**src/rtl/krot_pkg.sv**
```systemverilog
`default_nettype none
// ============================================================================
// krot_pkg : shared state type and index-width helper for kernel_rot_seq
// Rev 1.0
// ============================================================================
package krot_pkg;

  typedef enum logic [1:0] {
    IDLE  = 2'd0,
    LOAD  = 2'd1,
    DRAIN = 2'd2
  } krot_state_e;

  function automatic int idx_width(input int size);
    return (size * size > 1) ? $clog2(size * size) : 1;
  endfunction

endpackage
`default_nettype wire

```
**src/rtl/kernel_buf.sv**
```systemverilog
`default_nettype none
// ============================================================================
// kernel_buf : N x DW register array, one write port, asynchronous read port
// Rev 1.0
// ============================================================================
module kernel_buf #(
  parameter int N  = 25,
  parameter int DW = 32,
  parameter int AW = 5
) (
  input  logic          clk,
  input  logic          reset,
  input  logic          we,
  input  logic [AW-1:0] waddr,
  input  logic [DW-1:0] wdata,
  input  logic [AW-1:0] raddr,
  output logic [DW-1:0] rdata
);

  logic [DW-1:0] r_mem [N];

  always_ff @(posedge clk) begin
    if (reset) begin
      for (int i = 0; i < N; i++) r_mem[i] <= '0;
    end else if (we) begin
      r_mem[waddr] <= wdata;
    end
  end

  assign rdata = r_mem[raddr];

endmodule
`default_nettype wire

```
**src/rtl/kernel_rot_seq.sv**
```systemverilog
`default_nettype none
// ============================================================================
// kernel_rot_seq : buffers a SIZE x SIZE kernel and drains it rotated 180 deg
// Optional forward pass-through selected by macro KROT_BYPASS_EN.
// Rev 1.0
// ============================================================================
module kernel_rot_seq
  import krot_pkg::*;
#(
  parameter int SIZE = 5,
  parameter int DW   = 32
) (
  input  logic          clk,
  input  logic          reset,
  input  logic          start,
  output logic          busy,
  output logic          done,
  output logic          err,
  input  logic          s_valid,
  output logic          s_ready,
  input  logic [DW-1:0] s_data,
  input  logic          s_last,
  output logic          m_valid,
  input  logic          m_ready,
  output logic [DW-1:0] m_data,
  output logic          m_last
`ifdef KROT_BYPASS_EN
  ,
  input  logic          bypass
`endif
);

  localparam int N  = SIZE * SIZE;
  localparam int AW = idx_width(SIZE);
  localparam logic [AW-1:0] c_last_idx = AW'(N - 1);

  krot_state_e   r_state;
  krot_state_e   w_state_next;
  logic [AW-1:0] r_wr_idx;
  logic [AW-1:0] r_rd_idx;
  logic          r_done;
  logic          r_err;
  logic          w_fwd;
  logic [AW-1:0] w_rd_first;
  logic [AW-1:0] w_rd_term;
  logic          w_in_beat;
  logic          w_out_beat;
  logic          w_wr_at_last;
  logic          w_rd_at_term;
  logic [DW-1:0] w_rdata;

`ifdef KROT_BYPASS_EN
  logic r_bypass;

  always_ff @(posedge clk) begin
    if (reset)                         r_bypass <= 1'b0;
    else if (r_state == IDLE && start) r_bypass <= bypass;
  end

  assign w_fwd = r_bypass;
`else
  assign w_fwd = 1'b0;
`endif

  // Reverse readout of a row-major kernel is exactly the 180 degree rotation.
  assign w_rd_first   = w_fwd ? '0 : c_last_idx;
  assign w_rd_term    = w_fwd ? c_last_idx : '0;
  assign w_in_beat    = (r_state == LOAD) && s_valid;
  assign w_out_beat   = (r_state == DRAIN) && m_ready;
  assign w_wr_at_last = (r_wr_idx == c_last_idx);
  assign w_rd_at_term = (r_rd_idx == w_rd_term);

  always_ff @(posedge clk) begin
    if (reset) r_state <= IDLE;
    else       r_state <= w_state_next;
  end

  always_comb begin
    w_state_next = r_state;
    case (r_state)
      IDLE:    if (start) w_state_next = LOAD;
      LOAD:    if (w_in_beat && w_wr_at_last) w_state_next = DRAIN;
      DRAIN:   if (w_out_beat && w_rd_at_term) w_state_next = IDLE;
      default: w_state_next = IDLE;
    endcase
  end

  always_comb begin
    s_ready = (r_state == LOAD);
    m_valid = (r_state == DRAIN);
    busy    = s_ready || m_valid;
    m_data  = m_valid ? w_rdata : '0;
    m_last  = m_valid && w_rd_at_term;
  end

  // Load length is fixed by beat count; s_last only feeds the framing check.
  always_ff @(posedge clk) begin
    if (reset) begin
      r_wr_idx <= '0;
      r_rd_idx <= '0;
      r_done   <= 1'b0;
      r_err    <= 1'b0;
    end else begin
      r_done <= w_out_beat && w_rd_at_term;
      case (r_state)
        IDLE: begin
          if (start) begin
            r_err    <= 1'b0;
            r_wr_idx <= '0;
          end
        end
        LOAD: begin
          if (w_in_beat) begin
            if (w_wr_at_last != s_last) r_err <= 1'b1;
            if (w_wr_at_last) r_rd_idx <= w_rd_first;
            else              r_wr_idx <= r_wr_idx + 1'b1;
          end
        end
        DRAIN: begin
          if (w_out_beat && !w_rd_at_term) begin
            if (w_fwd) r_rd_idx <= r_rd_idx + 1'b1;
            else       r_rd_idx <= r_rd_idx - 1'b1;
          end
        end
        default: ;
      endcase
    end
  end

  assign done = r_done;
  assign err  = r_err;

  kernel_buf #(
    .N  (N),
    .DW (DW),
    .AW (AW)
  ) u_buf (
    .clk   (clk),
    .reset (reset),
    .we    (w_in_beat),
    .waddr (r_wr_idx),
    .wdata (s_data),
    .raddr (r_rd_idx),
    .rdata (w_rdata)
  );

endmodule
`default_nettype wire

```
**config.mk**
```make
export PLATFORM = sky130hd
export DESIGN_NAME = kernel_rot_seq
export DESIGN_NICKNAME = d
export VERILOG_FILES = /design/src/rtl/krot_pkg.sv /design/src/rtl/kernel_buf.sv /design/src/rtl/kernel_rot_seq.sv
export SDC_FILE = /design/constraint.sdc
export NUM_CORES = 1
export LEC_CHECK = 0
export CAP_MARGIN = 10
export CORE_UTILIZATION = 30
export DETAILED_ROUTE_END_ITERATION = 8
export GPL_TIMING_DRIVEN = 0
export PLACE_DENSITY = 0.49
export SLEW_MARGIN = 25
export SYNTH_ARGS = -nofsm -noshare
export SYNTH_HDL_FRONTEND = slang
export SYNTH_SLANG_ARGS = --single-unit
```
**constraint.sdc**
```tcl
create_clock -name clk -period 3.9 [get_ports clk]
set_clock_uncertainty 0.1 [all_clocks]
set_input_delay 0.585 -clock clk [delete_from_list [all_inputs] [get_ports clk]]
set_output_delay 0.585 -clock clk [all_outputs]
set_load 0.01 [all_outputs]
```
==> results_dict.tcl, run 1 <==
set metrics [dict create \
    relSlewSlack_pct 33.4 \
    overflow 0 \
    met1_usage_pct 24.3 \
    netlist_top_cells_area "edfxtp_1, mux4_2, and2_1" \
    grt_setup_unrepaired "no" \
    clock-root-buffer "clkbuf_16" \
    drive_gt1_share_pct 24.2 \
    min_period_over_period_pct 99.1 \
    die_w_um 393 \
    cts_buffer_depth 3 \
    die_h_um 393 \
    p_per_area_mw_per_mm2 457 \
    final_cell_mix "edfxtp_1, and2_1, mux4_2" \
    synth.avg_cell_area_um2 16.4 \
    grt_pass1_wl_um 198000 \
    synth-main-ff-cell "edfxtp_1" \
    port_buffers 75 \
    postSynthCellCount 2789 \
    worstMarginPinSlew_ns 1.00 \
    min_to "err" \
    nets 3074 \
    start_util_pct 30.2 \
    worst-path-buf-inv 3 \
    r2r-start "r_state[1]" \
    layout_commonest_cell "edfxtp_1" \
    synth_cell_types 50 \
    dieArea_mm2 0.154 \
    antenna_found_initial 2 \
    ir_drop_mv 0.341 \
    netlist.area_leader.share_pct 67.1 \
    clkTransAtPathRegs_ns 0.06 \
    hold_violations 0 \
    r2r_slack_ns 0.49 \
    yosysTopAreaCell "edfxtp_1" \
    whs_path_depth 1 \
    setup_viol 0 \
    drtIter0Drc 2459 \
    worst_ep_arrival_time_ns 3.18 \
    hp-start "err" \
    synth_edf_count 1024 \
    ant_nets 0 \
    cp_max_fo 10 \
    postCtsHoldBufs 0 \
    cp_cell_sequence "buf_6 -> buf_6 -> mux4_2 -> mux2_2 -> o221ai_1 -> a31oi_1 -> dlygate4sd2_1" \
    power.total_mw 25.4 \
    ys_seq_area_share_pct 67.9 \
    r2r-end "u_buf.r_mem[4][12]" \
    fmax_ghz 0.259 \
    busiest_layer "met2" \
    max_cap_viol_count 0 \
    final_area_mm2 0.0556 \
    first_pass_iters 5 \
    yosys_register_bits 1043 \
    cts-htree-levels 3 \
    dpl_cell_area_mm2 0.0509 \
    met3_usage_pct 2.24 \
    tns_ns 0 \
    vias 25200 \
    cts_sinks 1043 \
    grt.total_usage_pct 18.3 \
    synth_area_mm2 0.0458 \
    io_pins 76 \
    place.gp.congestion 0.803 \
    synthArstFlopShare_pct 0 \
    crit_family "multiplexers" \
    finalWorstSetupSlack_ns 0.0358 \
    postCtsSetupBuffers 0 \
    cpMostUsedCell "buf_6" \
    route.detailed.drc 0 \
    outcome "finished, final reports clean" \
    cts-buffers-inserted 108 \
    maxSlewViolCount 0 \
    hpwl_um 97600 \
    cts_tree "done" \
    slowest_delay_ns 0.56 \
    grt_max_degree 20 \
    synth_nets 2835 \
    rows 143 \
    cp-start-kind "flop" \
    pre_cts_ws_ns -0.755 \
    cp_data_required_time_ns 3.21 \
    grt.met2_usage_pct 31.0 \
    p_leak_nw 18.5 \
    viasPerCell 4.89 \
    slowest_stage "mux4_2" \
    worst_hold_slack_ns 0.388 \
    area_delta_synth_final_pct 21.3 \
    clk_latency_ns 0.70 \
    r2r_cells 8 \
    core_area_mm2 0.152 \
    hold_class "flop to flop" \
    totalWireLength_um 140000 \
    cp-end-kind "primary output" \
    min_period_ns 3.86 \
    grt_pass1_vias 25700 \
    crit_type "flop to primary output" \
    yosys_warnings 0 \
    wire_per_inst_um 27.3 \
]
==> power breakdown <==
group          switching (mW)  internal, mW  leakage, nW  total, mW
registers               0.119          12.6         10.2       12.8
logic                    1.38         0.740         6.55       2.12
clock network            4.42          6.14         1.72       10.6
==> what timing repair did <==
action | 4_1_cts | 5_1_grt
pin swaps | 20 | 15
endpoints found under the setup margin | 32 | 28
resized for setup | 284 | 46
==> state kept, by name (all words and copies together) (netlist names), named ones only <==
| signal | cells |
|---|---|
| err | 1 |
| r_state | 2 |
| r_wr_idx | 5 |
| u_buf.r_mem | 1024 |
| r_rd_idx | 5 |
| done | 1 |
==> synthesized netlist by cell type (all sizes together) (13+ instances only) <==
| master | count |
|---|---|
| clkbuf | 191 |
| o221ai | 32 |
| mux4 | 224 |
| a31oi | 35 |
| dfxtp | 19 |
| and2 | 803 |
| buf | 64 |
| inv | 13 |
| edfxtp | 1024 |
| mux2 | 64 |
| nor2 | 42 |
| a22oi | 32 |
| nand2 | 26 |
| mux2i | 66 |
| o21ai | 57 |
| a221oi | 27 |
==> worst max-delay path by stage <==
stage               start                   to  slack (ns)  cells after the start
finish               flop           m_data[27]        0.04                      7
global route         flop           m_data[27]      0.0003                      7
CTS                  flop           m_data[28]       -0.25                      7
detailed placement   flop           m_data[17]       -0.76                      8
global placement    reset  u_buf.r_mem[13][18]       -4.27                      5
floorplan           reset   u_buf.r_mem[20][0]       -0.11                      4
==> per-layer routing <==
metal | wire (µm) | share of wire, % | up-vias
met4 | 4120 | 2.9 | 0
met3 | 6020 | 4.3 | 177
li1 | - | - | 11100
met2 | 69900 | 50 | 697
met5 | 0 | 0 | -
met1 | 60400 | 43 | 13200
==> area by class of cell <==
| type | instances | area (µm²) |
|---|---|---|
| Sequential cell | 1043 | 31100 |
| Fill cell | 14200 | 96300 |
| Timing Repair Buffer | 131 | 2110 |
| Buffer | 253 | 1660 |
| Tap cell | 2030 | 2540 |
| Clock inverter | 67 | 689 |
| Inverter | 13 | 48.8 |
| Clock buffer | 128 | 2840 |
| Multi-Input combinational cell | 1478 | 14600 |
| Antenna cell | 3 | 7.51 |
==> kinds of logic after synthesis <==
logic type	Yosys count	synth area share (%)
xor gates and xnor gates	4	0.0764
DFF	1043	67.9
adders and majority gates	8	0.218
AOI/OAI and AO/OA	206	3.17
buffers and inverters	268	2.61
and+or+nand+nor	906	12.0
muxes	354	14.0
==> per-stage QoR <==
stage                     util (%)  cells
after detailed placement      33.5   4950
after CTS                     36.5   5143
final                         36.6   5146
after global routing          36.6   5143
after global placement        32.3   4894
after floorplan                  -   2789
No activity file was read; power rests on OpenSTA's default activity.
==> run 2, diff against run 1 <==
--- a/config.mk
+++ b/config.mk
@@ -10,6 +10,7 @@
 export DETAILED_ROUTE_END_ITERATION = 8
 export GPL_TIMING_DRIVEN = 0
 export PLACE_DENSITY = 0.49
+export SETUP_SLACK_MARGIN = 0.4
 export SLEW_MARGIN = 25
 export SYNTH_ARGS = -nofsm -noshare
 export SYNTH_HDL_FRONTEND = slang
==> run 2 against run 1 <==
Combinational power up 9%. Utilization rose by 0.80 points. Worst hold slack improved by 0.0010 ns. Power up 0.67%. Routed wire length grew 2.0%. Non-clock buffer count up 42. Sequential share of layout area decreased by 1.2 points. Register-to-register slack better by 0.10 ns. Critical path depth is 1 higher. Critical path type unchanged. Largest cell class unchanged.
==> results_dict.tcl, run 2 (synthesis gave the netlist of run 1 again) <==
set metrics [dict create \
    outcome "finished, final reports clean" \
    power.total_mw 25.6 \
    maxSlewViolCount 0 \
    grt_max_degree 20 \
    setup_viol 0 \
    reg_top3 "u_buf.r_mem x1024, r_rd_idx x5, r_wr_idx x5" \
    cts-buffers-inserted 108 \
    cp_cell_sequence "buf_12 -> buf_16 -> buf_16 -> mux4_2 -> mux2_2 -> o221ai_4 -> a31oi_1 -> buf_2" \
    hold_class "flop to flop" \
    area_delta_synth_final_pct 24.0 \
    cp-end-kind "primary output" \
    grt_pass1_vias 25800 \
    port_buffers 75 \
    grt.total_usage_pct 18.3 \
    viasPerCell 4.90 \
    r2r_slack_ns 0.59 \
    die_h_um 393 \
    cts-htree-levels 3 \
    totalWireLength_um 143000 \
    first_pass_iters 5 \
    max_cap_viol_count 0 \
    clk_latency_ns 0.71 \
    hpwl_um 97600 \
    place.gp.congestion 0.803 \
    crit_type "flop to primary output" \
    antenna_found_initial 0 \
    clock-root-buffer "clkbuf_16" \
    cts_sinks 1043 \
    drive_gt1_share_pct 26.7 \
    worstMarginPinSlew_ns 1.01 \
    layout_commonest_cell "edfxtp_1" \
    core_area_mm2 0.152 \
    ant_nets 0 \
    die_w_um 393 \
    slowest_stage "dfxtp_4" \
    finalWorstSetupSlack_ns 0.218 \
    grt_setup_unrepaired "yes" \
    cp-start-kind "flop" \
    worst_ep_arrival_time_ns 3.00 \
    cts_buffer_depth 3 \
    drtIter0Drc 2345 \
    route.detailed.drc 0 \
    dpl_cell_area_mm2 0.0509 \
    fmax_ghz 0.272 \
    p_per_area_mw_per_mm2 450 \
    ir_drop_mv 0.342 \
    grt_pass1_wl_um 199000 \
    cts_tree "done" \
    cpMostUsedCell "buf_16" \
    nets 3116 \
    p_leak_nw 18.8 \
    final_area_mm2 0.0569 \
    pre_cts_ws_ns -0.755 \
    slowest_delay_ns 0.40 \
    min_period_ns 3.68 \
    r2r-start "r_state[1]" \
    clkTransAtPathRegs_ns 0.06 \
    final_cell_mix "edfxtp_1, and2_1, mux4_2" \
    dieArea_mm2 0.154 \
    hp-start "err" \
    hold_violations 0 \
    io_pins 76 \
    start_util_pct 30.2 \
    relSlewSlack_pct 32.7 \
    wire_per_inst_um 27.6 \
    rows 143 \
    largest_register_ffs 1024 \
    cp_data_required_time_ns 3.21 \
    overflow 0 \
    min_period_over_period_pct 94.4 \
    vias 25400 \
    cp_max_fo 6 \
    largest-register "u_buf.r_mem" \
]
[run 2: stage by stage]
| stage | instances | hold WS (ns) | util [%] | TNS, ns |
|---|---|---|---|---|
| 6_report | 5187 | 0.389 | 37.4 | 0 |
| 3_3_place_gp | 4894 | 0.370 | 32.3 | -2826.30 |
| 4_1_cts | 5154 | 0.389 | 36.9 | 0 |
| 3_5_place_dp | 4950 | 0.372 | 33.5 | -15.56 |
| 2_1_floorplan | 2789 | 0.351 | - | -46.90 |
| 5_1_grt | 5185 | 0.415 | 37.4 | 0 |
[run 2: timing repair]
action | 4_1_cts | 5_1_grt
pin swaps | 38 | 38
resized for setup | 434 | 135
hold buffers | 0 | 0
endpoints found under the setup margin | 33 | 37
buffers inserted | 8 | 23
gates cloned | 1 | 8
[run 2: worst paths after layout]
check / depth (start not counted) / end
worst min register to register: 1 / err
worst min-delay path: 1 / err
worst max register to register: 8 / u_buf.r_mem[5][11]
worst max-delay path: 8 / m_data[1]
[run 2: layout make-up]
type,count,area [µm²]
diodes,2,5.00
plain buffers,255,2000
clock buffers,128,2840
clock inverters,67,689
fillers,14100,95100
inverters,13,48.8
multi-input cells,1478,15000
flip-flops and latches,1043,31100
well taps,2030,2540
repair buffers,171,2570
[run 2: layer usage]
layer / track usage, % / routed length [µm] / vias to the layer above
li1: - / - / 11200
met1: 24.4 / 61800 / 13400
met2: 31.3 / 71600 / 665
met3: 2.10 / 5890 / 177
met4: 5.63 / 3870 / 0
met5: 0 / 0 / -
[run 2: power by group]
group	internal (mW)	switching, mW
combinational	0.825	1.49
clock	6.14	4.41
sequential	12.6	0.104
total	19.6	6.00
[run 2: worst max-delay path: cells and delay by family, from the launching register on]
family | cells | cell delay [ns]
AOI/OAI and AO/OA | 2 | 0.42
buffers and inverters | 4 | 0.78
DFF | 1 | 0.40
muxes | 2 | 0.66
